$ cat config.mk
export PLATFORM = sky130hd
export DESIGN_NAME = firebird7_in_gate1_tessent_tdr_runctrl
export DESIGN_NICKNAME = d
export VERILOG_FILES = /design/src/rtl/firebird7_in_gate1_tessent_tdr_runctrl_pkg.sv /design/src/rtl/firebird7_in_gate1_tessent_tdr_core.sv /design/src/rtl/firebird7_in_gate1_tessent_tdr_runctrl.sv
export SDC_FILE = /design/constraint.sdc
export NUM_CORES = 1
export LEC_CHECK = 0
export BUFFER_PORTS_ARGS = -buffer_cell sky130_fd_sc_hd__buf_2
export CAP_MARGIN = 40
export CORE_MARGIN = 5
export CORE_UTILIZATION = 55
export DETAILED_ROUTE_END_ITERATION = 6
export MAX_ROUTING_LAYER = met4
export PLACE_DENSITY = 0.74
export SETUP_SLACK_MARGIN = 0.4
export SYNTH_ARGS = -nofsm -noshare
export SYNTH_HDL_FRONTEND = slang
export SYNTH_SLANG_ARGS = --single-unit
$ cat constraint.sdc
create_clock -name ijtag_tck -period 3.44 [get_ports ijtag_tck]
set_clock_uncertainty 0.1 [all_clocks]
set_input_delay 0.516 -clock ijtag_tck [delete_from_list [all_inputs] [get_ports ijtag_tck]]
set_output_delay 0.516 -clock ijtag_tck [all_outputs]
set_load 0.02 [all_outputs]
$ cat src/rtl/firebird7_in_gate1_tessent_tdr_runctrl_pkg.sv
// ---------------------------------------------------------------------------
// firebird7_in_gate1_tessent_tdr_runctrl_pkg
// Shared definitions for the IJTAG run-control TDR:
//   - runctrl_state_e : run-control FSM states
//   - update-register field indices (START, ABORT, CLEAR, MODE, RUNLEN_LSB)
//   - capture-word layout indices and the number of status flag bits
// ---------------------------------------------------------------------------
package firebird7_in_gate1_tessent_tdr_runctrl_pkg;

  typedef enum logic [1:0] {
    StIdle    = 2'd0,
    StRun     = 2'd1,
    StDone    = 2'd2,
    StAborted = 2'd3
  } runctrl_state_e;

  // Update-register field positions
  localparam int unsigned START      = 0;
  localparam int unsigned ABORT      = 1;
  localparam int unsigned CLEAR      = 2;
  localparam int unsigned MODE       = 3;
  localparam int unsigned RUNLEN_LSB = 4;

  // Capture-word layout: {count, busy, done, aborted, error_sticky}
  localparam int unsigned CAP_ERROR     = 0;
  localparam int unsigned CAP_ABORTED   = 1;
  localparam int unsigned CAP_DONE      = 2;
  localparam int unsigned CAP_BUSY      = 3;
  localparam int unsigned CAP_COUNT_LSB = 4;
  localparam int unsigned CAP_FLAGS     = 4;

endpackage

$ cat src/rtl/firebird7_in_gate1_tessent_tdr_core.sv
// ---------------------------------------------------------------------------
// firebird7_in_gate1_tessent_tdr_core
// IJTAG test data register: capture/shift register on posedge tck, update
// register on negedge tck, and a low-transparent retiming latch on scan out.
// Ports:
//   tck_i      - IJTAG clock
//   rst_ni     - asynchronous active-low reset
//   sel_i      - segment select; all paths hold while low
//   si_i       - scan in (enters the MSB)
//   ce_i/se_i  - capture / shift enable (capture has priority)
//   ue_i       - update enable (negedge)
//   capture_i  - parallel word loaded on capture
//   so_o       - scan out, half-cycle retimed bit0
//   update_o   - update register contents
// ---------------------------------------------------------------------------
module firebird7_in_gate1_tessent_tdr_core #(
  parameter int unsigned TDR_WIDTH = 16
) (
  input  logic                 tck_i,
  input  logic                 rst_ni,
  input  logic                 sel_i,
  input  logic                 si_i,
  input  logic                 ce_i,
  input  logic                 se_i,
  input  logic                 ue_i,
  input  logic [TDR_WIDTH-1:0] capture_i,
  output logic                 so_o,
  output logic [TDR_WIDTH-1:0] update_o
);

  logic [TDR_WIDTH-1:0] shift_d, shift_q;
  logic [TDR_WIDTH-1:0] update_q;
  logic                 so_q;

  always_comb begin
    shift_d = shift_q;
    if (sel_i && ce_i) begin
      shift_d = capture_i;
    end else if (sel_i && se_i) begin
      shift_d = {si_i, shift_q[TDR_WIDTH-1:1]};
    end
  end

  always_ff @(posedge tck_i or negedge rst_ni) begin
    if (!rst_ni) begin
      shift_q <= '0;
    end else begin
      shift_q <= shift_d;
    end
  end

  always_ff @(negedge tck_i or negedge rst_ni) begin
    if (!rst_ni) begin
      update_q <= '0;
    end else if (sel_i && ue_i) begin
      update_q <= shift_q;
    end
  end

  // Transparent while tck is low so the downstream sees bit0 launched on
  // the falling edge, giving the upstream SIB a half cycle of hold margin.
  always_latch begin
    if (!rst_ni) begin
      so_q <= 1'b0;
    end else if (!tck_i) begin
      so_q <= shift_q[0];
    end
  end

  assign so_o     = so_q;
  assign update_o = update_q;

endmodule

$ cat src/rtl/firebird7_in_gate1_tessent_tdr_runctrl.sv
// ---------------------------------------------------------------------------
// firebird7_in_gate1_tessent_tdr_runctrl
// IJTAG-controlled instrument run controller. A TDR (sub-module core) holds
// {run_length, mode, clear, abort, start}; rising edges of the control bits
// drive an IDLE/RUN/DONE/ABORTED FSM with a cycle counter. Status is
// captured back as {count, busy, done, aborted, error_sticky}.
// Ports:
//   ijtag_tck, ijtag_reset     - clock, asynchronous active-low reset
//   ijtag_sel/si/ce/se/ue      - IJTAG segment controls and scan in
//   ijtag_so                   - scan out (retimed)
//   instr_error                - instrument error, sampled while running
//   instr_run, instr_done      - registered run / complete indications
//   instr_count                - current cycle count
// ---------------------------------------------------------------------------
module firebird7_in_gate1_tessent_tdr_runctrl
  import firebird7_in_gate1_tessent_tdr_runctrl_pkg::*;
#(
  parameter int unsigned TDR_WIDTH = 16,
  parameter int unsigned CNT_WIDTH = 12
) (
  input  logic                 ijtag_tck,
  input  logic                 ijtag_reset,
  input  logic                 ijtag_sel,
  input  logic                 ijtag_si,
  input  logic                 ijtag_ce,
  input  logic                 ijtag_se,
  input  logic                 ijtag_ue,
  output logic                 ijtag_so,
  input  logic                 instr_error,
  output logic                 instr_run,
  output logic                 instr_done,
  output logic [CNT_WIDTH-1:0] instr_count
);

  logic [TDR_WIDTH-1:0] capture;
  logic [TDR_WIDTH-1:0] update;

  runctrl_state_e       state_d, state_q;
  logic [CNT_WIDTH-1:0] count_d, count_q;
  logic                 err_d, err_q;
  logic                 run_q, done_q, aborted_q;
  logic                 start_prev_q, abort_prev_q, clear_prev_q;

  logic                 start_ev, abort_ev, clear_ev, start_go;
  logic [CNT_WIDTH-1:0] run_length;
  logic                 mode;
  logic [CNT_WIDTH:0]   last_count;
  logic                 at_last;

  firebird7_in_gate1_tessent_tdr_core #(
    .TDR_WIDTH(TDR_WIDTH)
  ) u_core (
    .tck_i    (ijtag_tck),
    .rst_ni   (ijtag_reset),
    .sel_i    (ijtag_sel),
    .si_i     (ijtag_si),
    .ce_i     (ijtag_ce),
    .se_i     (ijtag_se),
    .ue_i     (ijtag_ue),
    .capture_i(capture),
    .so_o     (ijtag_so),
    .update_o (update)
  );

  assign capture = {count_q, run_q, done_q, aborted_q, err_q};

  assign run_length = update[RUNLEN_LSB +: CNT_WIDTH];
  assign mode       = update[MODE];

  // One-cycle events on 0->1 of each control bit
  assign start_ev = update[START] & ~start_prev_q;
  assign abort_ev = update[ABORT] & ~abort_prev_q;
  assign clear_ev = update[CLEAR] & ~clear_prev_q;
  assign start_go = start_ev & ~abort_ev & ~clear_ev;

  // Extra bit keeps run_length==0 from wrapping to an all-ones match
  assign last_count = {1'b0, run_length} - {{CNT_WIDTH{1'b0}}, 1'b1};
  assign at_last    = ({1'b0, count_q} == last_count);

  always_comb begin
    state_d = state_q;
    count_d = count_q;
    err_d   = err_q;

    if ((state_q == StRun) && instr_error) begin
      err_d = 1'b1;
    end
    if (clear_ev) begin
      err_d = 1'b0;
    end

    unique case (state_q)
      StIdle: begin
        if (start_go) begin
          count_d = '0;
          state_d = (run_length == '0) ? StDone : StRun;
        end
      end
      StRun: begin
        if (abort_ev) begin
          state_d = StAborted;
        end else if (at_last) begin
          if (mode) begin
            count_d = '0;
          end else begin
            state_d = StDone;
            count_d = run_length;
          end
        end else begin
          count_d = count_q + CNT_WIDTH'(1);
        end
      end
      StDone, StAborted: begin
        if (clear_ev) begin
          state_d = StIdle;
          count_d = '0;
        end else if (start_go) begin
          count_d = '0;
          state_d = (run_length == '0) ? StDone : StRun;
        end
      end
      default: begin
        state_d = StIdle;
        count_d = '0;
      end
    endcase
  end

  always_ff @(posedge ijtag_tck or negedge ijtag_reset) begin
    if (!ijtag_reset) begin
      state_q      <= StIdle;
      count_q      <= '0;
      err_q        <= 1'b0;
      run_q        <= 1'b0;
      done_q       <= 1'b0;
      aborted_q    <= 1'b0;
      start_prev_q <= 1'b0;
      abort_prev_q <= 1'b0;
      clear_prev_q <= 1'b0;
    end else begin
      state_q      <= state_d;
      count_q      <= count_d;
      err_q        <= err_d;
      run_q        <= (state_d == StRun);
      done_q       <= (state_d == StDone);
      aborted_q    <= (state_d == StAborted);
      start_prev_q <= update[START];
      abort_prev_q <= update[ABORT];
      clear_prev_q <= update[CLEAR];
    end
  end

  assign instr_run   = run_q;
  assign instr_done  = done_q;
  assign instr_count = count_q;

endmodule

==> results of run 1 <==
[routing by layer]
metal | routed length, um | vias to the layer above | part of all wire | track usage
met3 | 560 | 40 | 0.066 | 0.0475
met2 | 4060 | 144 | 0.48 | 0.396
met4 | 307 | 0 | 0.036 | 0.137
met5 | 0 | - | 0 | -
met1 | 3610 | 1381 | 0.42 | 0.338
li1 | - | 1274 | - | -
[worst reg2reg max path: stages, from the launching register on]
cell,delay (ps)
dfrtn_1,510
inv_2,80
ha_4,180
nor2b_4,120
or3_1,320
a31oi_1,170
o211a_1,240
a31oi_2,130
buf_2,190
a32oi_1,300
o31ai_4,120
[power by group through the flow]
stage	Clock (mW)	Combinational (mW)	Sequential (mW)
after global placement	0.00239	1.04	0.959
after detailed placement	0.00239	1.08	0.963
after floorplan	0.00240	0.658	0.958
final	0.480	1.25	0.969
after CTS	0.479	1.19	0.959
after global routing	0.504	1.35	0.991
[cell usage after synthesis (4+ instances only)]
cell,count
a21oi_1,22
a221o_1,4
a22oi_1,4
clkbuf_1,18
dfrtn_1,16
dfrtp_1,37
inv_1,9
mux2_2,18
nand2_1,18
nand3_1,10
nand4_1,5
nor2_1,16
nor2b_1,6
nor3_1,7
o21ai_0,6
o22ai_1,33
o31ai_1,4
or3_1,7
xnor2_1,9
xor2_1,4
[path summary, 6_finish.rpt]
check	end	slack (ps)
setup / recovery	instr_count[1]$_DFFE_PN0P_	-850
hold / removal	err_q$_DFFE_PN0P_	280
setup reg to reg	instr_count[1]$_DFFE_PN0P_	-850
hold reg to reg	u_core.update_o[1]$_DFFE_NN0P_	450
max in group asynchronous	u_core.update_o[4]$_DFFE_NN0P_	810
max in group gated	clock gate	990
min in group gated	clock gate	420
min in group asynchronous	instr_count[4]$_DFFE_PN0P_	550
[cell type report]
class,count,area [sq um],area share
Multi-Input combinational cell,217,1730,0.442
Sequential cell,54,1340,0.343
Timing Repair Buffer,81,584,0.149
Clock buffer,12,135,0.0345
Tap cell,70,87.6,0.0224
Inverter,10,37.5,0.00959
[cell families after synthesis]
kind of cell / count (synthesis) / synth area share
and+or+nand+nor: 88 / 0.165
adders and majority gates: 2 / 0.00852
buffers and inverters: 31 / 0.0430
AOI/OAI and AO/OA: 95 / 0.215
DFF: 53 / 0.452
muxes: 19 / 0.0724
latches: 1 / 0.00511
xor gates and xnor gates: 13 / 0.0388
[state kept, by name, indices dropped and copies added, names as in the netlist]
name / flops
u_core.shift_q: 16
u_core.update_o: 16
err_q: 1
abort_prev_q: 1
instr_count: 12
instr_run: 1
state_q: 2
start_prev_q: 1
instr_done: 1
clear_prev_q: 1
aborted_q: 1
u_core.so_o: 1
[what timing repair did]
action / in CTS / in global routing
setup buffers: 3 / 2
gates cloned: 1 / 0
gates resized for setup: 26 / 9
hold buffers: 3 / 0
pin swaps: 8 / 6
setup endpoints to repair: 18 / 18
endpoints found under the hold margin: 1 / 0
[through the flow]
stage               setup TNS, ps  setup slack [ps]
floorplan                   -8880              -649
finish                     -12910              -847
global placement           -12210              -775
detailed placement         -12860              -802
CTS                        -11760              -742
global route               -14930              -934
==> flow_summary.json, run 1 <==
{
  "routed_wirelength_mm": 8.53,
  "cts.clk_slew.worst_paths_ps": 100,
  "diodes": 0,
  "rows": 26,
  "dp_cells": 423,
  "cp_slowest_cell": "dfrtn_1",
  "ys_top_cells_by_area": "dfrtp_1 (32%), dfrtn_1 (14%), o22ai_1 (7.0%)",
  "ant_nets": 0,
  "stdcell_count": 444,
  "worst-path-stages": 10,
  "drtIter0Drc": 289,
  "p_per_area_nw_per_um2": 690,
  "nets": 383,
  "criticalPathCategory": "reg -> reg",
  "min-delay-start": "instr_error",
  "fillers": 373,
  "crit_buf_inv": 2,
  "whs_path_depth": 3,
  "first_pass_iters": 5,
  "ys_types": 53,
  "wl_per_cell_um": 19.2,
  "synthFlopType": "dfrtp_1",
  "power.leakage_nw": 1.77,
  "slew_headroom": 0.621,
  "worstSetupStartpoint": "u_core.update_o[4]$_DFFE_NN0P_",
  "yosys.area.top_type_share": 0.315,
  "worstSetupEndpointType": "flip-flop",
  "avgSynthCellArea_sq_um": 9.72,
  "final_util": 0.762,
  "rsz0062_at_grt": "true",
  "internal_power_mw": 1.66,
  "hold_class": "in -> reg",
  "whs_ps": 281,
  "syn_nets": 312,
  "ff2ff_path_depth": 10,
  "setup_violations": 17,
  "path_delay_family": "compound AO/OA/AOI/OAI gates",
  "drv_slew": 0,
  "arrival_ps": 4490,
  "sequentialPowerShare": 0.359,
  "synth_async_sr_flop_share": 0.981,
  "initial_core_util": 0.571,
  "vias_per_cell": 6.39,
  "critPathMaxStageDelay_ps": 510,
  "syn_area_sq_um": 2940,
  "grt_first_pass_wirelength_mm": 14.0,
  "antenna_found_initial": 0,
  "grt_usage": 0.263,
  "die_h_um": 83.1,
  "reg2reg_from": "u_core.update_o[4]$_DFFE_NN0P_",
  "area_delta_synth_final_pct": 33.3,
  "core_sq_um": 5140,
  "p_total_mw": 2.70,
  "tightestPinTransition_ps": 567,
  "synth_edf_count": 0,
  "final_cell_area_sq_um": 3920,
  "grt_pass1_vias": 2712,
  "grt-ovfl-total": 0,
  "design.portCount": 23,
  "layout_commonest_cell": "buf_4",
  "hpwl_mm": 5.63,
  "critPathLaunchType": "flip-flop",
  "comb_power_share": 0.464,
  "yosys_warnings": 0,
  "p_switching_mw": 1.04,
  "cts_tree": "done",
  "synth_area_leader_cell": "dfrtp_1",
  "place_area_sq_um": 3540,
  "io_buffers": 22,
  "grt_max_degree": 55,
  "status": "finished, violations left",
  "die_area_sq_um": 6900,
  "hold_viol_final": 0,
  "worstSkewPairLatency_ps": 410,
  "syn_inst": 302,
  "layout_setup_ws_ps": -847,
  "drc_errors": 0,
  "vias": 2839,
  "ys_seq_elements": 54,
  "violations": "negative setup slack",
  "final_cell_mix": "buf_4 (52), dfrtp_1 (37), o22ai_1 (33), a21oi_1 (22), buf_2 (22)",
  "clock_power_share": 0.178,
  "path_cells": "inv_2, ha_4, nor2b_4, or3_1, a31oi_1, o211a_1, a31oi_2, buf_2, a32oi_1, o31ai_4",
  "worstPathRequired_ps": 3650,
  "place_congestion": 0.909,
  "cap_violations": 0,
  "peakVddDrop_v": 0.000467,
  "drive_gt1_frac": 0.380,
  "die_w_um": 83.1,
  "worstPathMaxFanout": 5,
  "swShare": 0.386
}
No activity file was read; power rests on OpenSTA's default activity.
==> run 2, diff against run 1 <==
CTS_BUF_LIST = sky130_fd_sc_hd__clkbuf_8   (was default)
PLACE_DENSITY = 0.77   (was 0.74)
clock period = 3.53 ns   (was 3.44 ns; I/O delays follow)
==> flow_summary.json, run 2 (synthesis gave the netlist of run 1 again) <==
{
  "status": "finished, violations left",
  "violations": "negative setup slack",
  "criticalPathCategory": "reg -> reg",
  "grt-ovfl-total": 0,
  "grt_first_pass_wirelength_mm": 14.1,
  "io_buffers": 22,
  "p_switching_mw": 1.03,
  "vias": 2872,
  "design.portCount": 23,
  "sequentialPowerShare": 0.353,
  "layout_setup_ws_ps": -936,
  "critPathMaxStageDelay_ps": 470,
  "first_pass_iters": 5,
  "dp_cells": 416,
  "hold_class": "in -> reg",
  "hold_viol_final": 0,
  "rows": 26,
  "worstPathRequired_ps": 3700,
  "die_area_sq_um": 6900,
  "grt_max_degree": 42,
  "cp_slowest_cell": "dfrtn_1",
  "nets": 377,
  "ant_nets": 0,
  "stdcell_count": 438,
  "setup_violations": 17,
  "antenna_found_initial": 0,
  "wl_per_cell_um": 20.5,
  "reg2reg_from": "u_core.update_o[5]$_DFFE_NN0P_",
  "drtIter0Drc": 442,
  "initial_core_util": 0.571,
  "power.leakage_nw": 1.71,
  "comb_power_share": 0.441,
  "rsz0062_at_grt": "true",
  "cts_tree": "done",
  "place_congestion": 0.945,
  "seq_area_sq_um": 1340,
  "routed_wirelength_mm": 8.96,
  "cap_violations": 0,
  "drv_slew": 0,
  "grt_pass1_vias": 2846,
  "final_cell_mix": "buf_4 (47), dfrtp_1 (37), o22ai_1 (33), a21oi_1 (22), buf_2 (21)",
  "multi_input_area_sq_um": 1650,
  "arrival_ps": 4630,
  "die_h_um": 83.1,
  "internal_power_mw": 1.66,
  "area_delta_synth_final_pct": 30.3,
  "vias_per_cell": 6.56,
  "worstSkewPairLatency_ps": 410,
  "drc_errors": 0,
  "slew_headroom": 0.623,
  "worstPathMaxFanout": 5,
  "die_w_um": 83.1,
  "worstSetupStartpoint": "u_core.update_o[5]$_DFFE_NN0P_",
  "cts.clk_slew.worst_paths_ps": 90,
  "clock_power_share": 0.206,
  "diodes": 0,
  "p_per_area_nw_per_um2": 701,
  "hpwl_mm": 5.58,
  "min-delay-start": "instr_error",
  "drive_gt1_frac": 0.351,
  "layout_commonest_cell": "buf_4",
  "peakVddDrop_v": 0.000607,
  "tightestPinTransition_ps": 564,
  "path_cells": "inv_2, ha_4, nor2b_4, or3_1, a31oi_1, o211a_1, nand3_1, buf_4, a22oi_1, o211ai_1",
  "pre_cts_ws_ps": -743,
  "critPathLaunchType": "flip-flop",
  "core_sq_um": 5140,
  "grt_usage": 0.262,
  "fillers": 366,
  "p_total_mw": 2.68,
  "swShare": 0.383,
  "worstSetupEndpointType": "flip-flop"
}
==> run 2: cell count changes in the layout (fill, tap and decap cells not counted), moves of 2 or more <==
cell	change
o31ai_2	+2
nor2_1	+3
inv_1	+2
mux2_4	-6
mux2_2	+6
nor3_1	+2
clkbuf_1	-3
buf_4	-5
nor2_2	-3
==> run 2: layout make-up <==
type / instances / area share
repair buffers: 75 / 0.142
flip-flops and latches: 54 / 0.351
well taps: 70 / 0.0229
multi-input cells: 217 / 0.430
clock inverters: 2 / 0.00883
clock buffers: 10 / 0.0360
inverters: 10 / 0.00981
==> run 2: path summary, 6_finish.rpt <==
kind                            slack (ps)  cells past startpoint                              to
worst max-delay path                  -940                     10      instr_count[5]$_DFFE_PN0P_
worst min register to register         440                      2               err_q$_DFFE_PN0P_
worst max register to register        -940                     10      instr_count[5]$_DFFE_PN0P_
max in group asynchronous              890                      3  u_core.update_o[7]$_DFFE_NN0P_
worst min-delay path                   290                      3               err_q$_DFFE_PN0P_
max in group gated                    1070                      4                      clock gate
min in group asynchronous              560                      3      instr_count[0]$_DFFE_PN0P_
min in group gated                     330                      4                      clock gate
==> run 2: what timing repair did <==
| action | 4_1_cts | 5_1_grt |
|---|---|---|
| endpoints found under the setup margin | 18 | 18 |
| hold endpoints to repair | 12 | 0 |
| hold buffers | 3 | 0 |
| setup buffers | 5 | 1 |
| pin swaps | 3 | 4 |
| gates cloned | 0 | 1 |
| gates resized for setup | 9 | 13 |
==> run 2: power groups by stage <==
stage / clock network, mW / logic [mW] / registers (mW)
CTS: 0.557 / 1.05 / 0.938
detailed placement: 0.00233 / 0.989 / 0.945
global placement: 0.00233 / 0.959 / 0.937
floorplan: 0.00234 / 0.629 / 0.932
global route: 0.588 / 1.27 / 0.968
finish: 0.553 / 1.18 / 0.948
==> run 2: per-stage QoR <==
step	hold WS [ps]	utilization	setup TNS (ps)	instance area [sq um]
after floorplan	-1340	-	-8110	3070
after global placement	-1110	0.674	-10170	3470
after detailed placement	-1110	0.674	-11550	3470
after CTS	281	0.729	-11600	3750
after global routing	310	0.744	-15440	3830
final	286	0.744	-14520	3830
==> run 2: layer usage <==
metal / track usage / wire length, um / part of all wire / up-vias
met3: 0.0376 / 659 / 0.074 / 41
met5: - / 0 / 0 / -
met4: 0.128 / 477 / 0.053 / 0
met2: 0.426 / 4300 / 0.48 / 194
li1: - / - / - / 1266
met1: 0.320 / 3520 / 0.39 / 1371
==> run 2: worst max-delay path: cells and delay by family, from the launching register on <==
| kind | cells | cell delay [ps] |
|---|---|---|
| AO/OA/AOI/OAI | 4 | 890 |
| buffers and inverters | 2 | 240 |
| AND/OR/NAND/NOR | 3 | 670 |
| adder cells (fa/ha/maj) | 1 | 180 |
| flip-flops | 1 | 470 |
==> run 3, diff against run 2 <==
--- a/config.mk
+++ b/config.mk
@@ -6,4 +6,5 @@
 export NUM_CORES = 1
 export LEC_CHECK = 0
+export ABC_AREA = 1
 export BUFFER_PORTS_ARGS = -buffer_cell sky130_fd_sc_hd__buf_2
 export CAP_MARGIN = 40
@@ -14,4 +15,5 @@
 export MAX_ROUTING_LAYER = met4
 export PLACE_DENSITY = 0.77
+export RECOVER_POWER = 100
 export SETUP_SLACK_MARGIN = 0.4
 export SYNTH_ARGS = -nofsm -noshare
==> constraint.sdc (replaced) <==
create_clock -name ijtag_tck -period 3.53 [get_ports ijtag_tck]
set_clock_uncertainty 0.1 [all_clocks]
set_input_delay 0.1765 -clock ijtag_tck [delete_from_list [all_inputs] [get_ports ijtag_tck]]
set_output_delay 0.1765 -clock ijtag_tck [all_outputs]
set_load 0.02 [all_outputs]
==> flow_summary.json, run 3 <==
{
  "ys_seq_elements": 54,
  "worstPathMaxFanout": 5,
  "grt_first_pass_wirelength_mm": 14.6,
  "whs_path_depth": 3,
  "drtIter0Drc": 351,
  "synth_top_family_by_area": "simple AND/OR/NAND/NOR gates",
  "cap_violations": 1,
  "slew_headroom": -0.0329,
  "nets": 534,
  "antenna_found_initial": 0,
  "drv_slew": 29,
  "yosysMostFrequentCell": "nand2_1",
  "vias_per_cell": 5.38,
  "vias": 3210,
  "whs_ps": -4.92,
  "critPathLaunchType": "flip-flop",
  "p_per_area_nw_per_um2": 753,
  "diodes": 0,
  "synth_area_leader_cell": "dfrtp_1",
  "yosys.area.top_type_share": 0.290,
  "synthXorXnorAreaFrac": 0.0274,
  "design.portCount": 23,
  "ys_top_cells_by_area": "dfrtp_1 (29%), dfrtn_1 (13%), nand2_1 (12%)",
  "tns_ps": -7370,
  "rows": 27,
  "cts_tree": "done",
  "rrSetupSlack_ps": -460,
  "grt_usage": 0.260,
  "area_delta_synth_final_pct": 22.2,
  "die_w_um": 86.2,
  "synth_commonest_cells": "nand2_1 (102), inv_1 (76), o21ai_0 (76)",
  "grt-ovfl-total": 0,
  "cts.clk_slew.worst_paths_ps": 100,
  "tightestPinTransition_ps": 1550,
  "fillers": 491,
  "die_area_sq_um": 7430,
  "ff2ff_path_depth": 16,
  "min-delay-start": "ijtag_si",
  "criticalPathCategory": "reg -> reg",
  "io_buffers": 22,
  "place_area_sq_um": 3490,
  "syn_inst": 471,
  "worstSetupEndpointType": "flip-flop",
  "layout_setup_ws_ps": -460,
  "drive_gt1_frac": 0.173,
  "avgSynthCellArea_sq_um": 6.78,
  "ys_types": 27,
  "violations": "negative hold slack, max-capacitance violations, max-slew violations, negative setup slack",
  "reg2reg_from": "u_core.update_o[5]$_DFFE_NN0P_",
  "wl_per_cell_um": 14.5,
  "drc_errors": 0,
  "die_h_um": 86.2,
  "hold_viol_final": 1,
  "synth_mux_area_frac": 0,
  "rr_endpoint": "aborted_q$_DFF_PN0_",
  "synth_async_sr_flop_share": 0.981,
  "final_cell_area_sq_um": 3910,
  "arrival_ps": 4220,
  "final_util": 0.701,
  "synth-simple-area-share": 0.282,
  "syn_area_sq_um": 3190,
  "core_sq_um": 5570,
  "rsz0062_at_grt": "true",
  "initial_core_util": 0.573,
  "synth_edf_count": 0,
  "grt_max_degree": 34,
  "peakVddDrop_v": 0.000411,
  "first_pass_iters": 5,
  "grt_pass1_vias": 3122,
  "synth_fa_ha_area_frac": 0.00783,
  "min_delay_worst_endpoint": "u_core.shift_q[15]$_DFFE_PN0P_",
  "synthFlopType": "dfrtp_1",
  "status": "finished, violations left",
  "syn_nets": 481,
  "final_cell_mix": "nand2_1 (100), o21ai_0 (76), inv_1 (74), nor2_1 (60), dfrtp_1 (37)",
  "setup_violations": 24,
  "layout_commonest_cell": "nand2_1",
  "yosys_warnings": 0,
  "p_total_mw": 2.94,
  "ant_nets": 0,
  "worstSkewPairLatency_ps": 420,
  "power.leakage_nw": 2.05,
  "hpwl_mm": 5.66,
  "worstPathRequired_ps": 3760,
  "place_congestion": 0.951,
  "synth_compound_area_frac": 0.147,
  "hold_class": "in -> reg",
  "routed_wirelength_mm": 8.65
}
run 3: worst max-delay path by stage:
stage / start / to / slack, ps / cells past startpoint
floorplan: u_core.update_o[5]$_DFFE_NN0P_ / instr_count[1]$_DFFE_PN0P_ / -210 / 16
global placement: u_core.update_o[5]$_DFFE_NN0P_ / instr_count[10]$_DFFE_PN0P_ / -350 / 16
detailed placement: u_core.update_o[5]$_DFFE_NN0P_ / instr_count[11]$_DFFE_PN0P_ / -400 / 16
CTS: u_core.update_o[5]$_DFFE_NN0P_ / instr_count[7]$_DFFE_PN0P_ / -370 / 15
global route: u_core.update_o[5]$_DFFE_NN0P_ / instr_count[7]$_DFFE_PN0P_ / -620 / 16
finish: u_core.update_o[5]$_DFFE_NN0P_ / aborted_q$_DFF_PN0_ / -460 / 16
run 3: per-stage QoR:
step | std cells | setup WS [ps] | hold WS [ps]
floorplan | 471 | -207 | -1690
global placement | 568 | -348 | -1290
detailed placement | 568 | -401 | -1300
CTS | 596 | -371 | 2.94
global route | 597 | -620 | 57.4
finish | 597 | -460 | -4.92
run 3: cells by family (layout without fill, tap and decap cells):
kind of cell	after synthesis	after routing
AOI/OAI and AO/OA	92	92
xor gates and xnor gates	10	10
adders and majority gates	2	2
buffers and inverters	97	151
DFF	53	53
latches	1	1
and+or+nand+nor	216	216
run 3: layout make-up:
cell class              count  area [sq um]  area share
clock buffers              10           138      0.0352
clock inverters             2          41.3      0.0106
inverters                  78           293      0.0750
multi-input cells         320          1590       0.408
flip-flops and latches     54          1340       0.343
well taps                  72          90.1      0.0231
repair buffers             61           409       0.105
run 3: worst max-delay path, cell delays in order, from the launching register on:
cell and delay (ps):
dfrtn_1 470, inv_2 70, ha_4 180, inv_1 50
nand2_1 70, nand2_1 60, nand2_1 60, nand2_2 60
nand2_2 80, nor2_4 140, nand3_2 100, nor2_4 180
nand3_1 130, nand2_1 120, nand2_1 90, nand2_1 100
inv_1 40
run 3: what timing repair did:
item                                   in CTS  in global routing
pin swaps                                   5                 10
endpoints found under the hold margin      40                  0
gates resized for setup                    10                 16
buffers inserted                           12                  1
setup endpoints to repair                  17                 17
hold buffers                                4                  0
run 3: metal layers:
metal,share of wire,wire (um),global-route usage,up-vias
li1,-,-,-,1572
met1,0.44,3770,0.320,1497
met2,0.49,4210,0.413,118
met3,0.053,458,0.0504,23
met4,0.024,210,0.125,0
met5,0,0,-,-
run 3: where the power goes:
part | switching [mW] | internal, mW | total [mW]
combinational | 0.842 | 0.510 | 1.35
sequential | 0.211 | 0.791 | 1.00
clock | 0.253 | 0.334 | 0.587
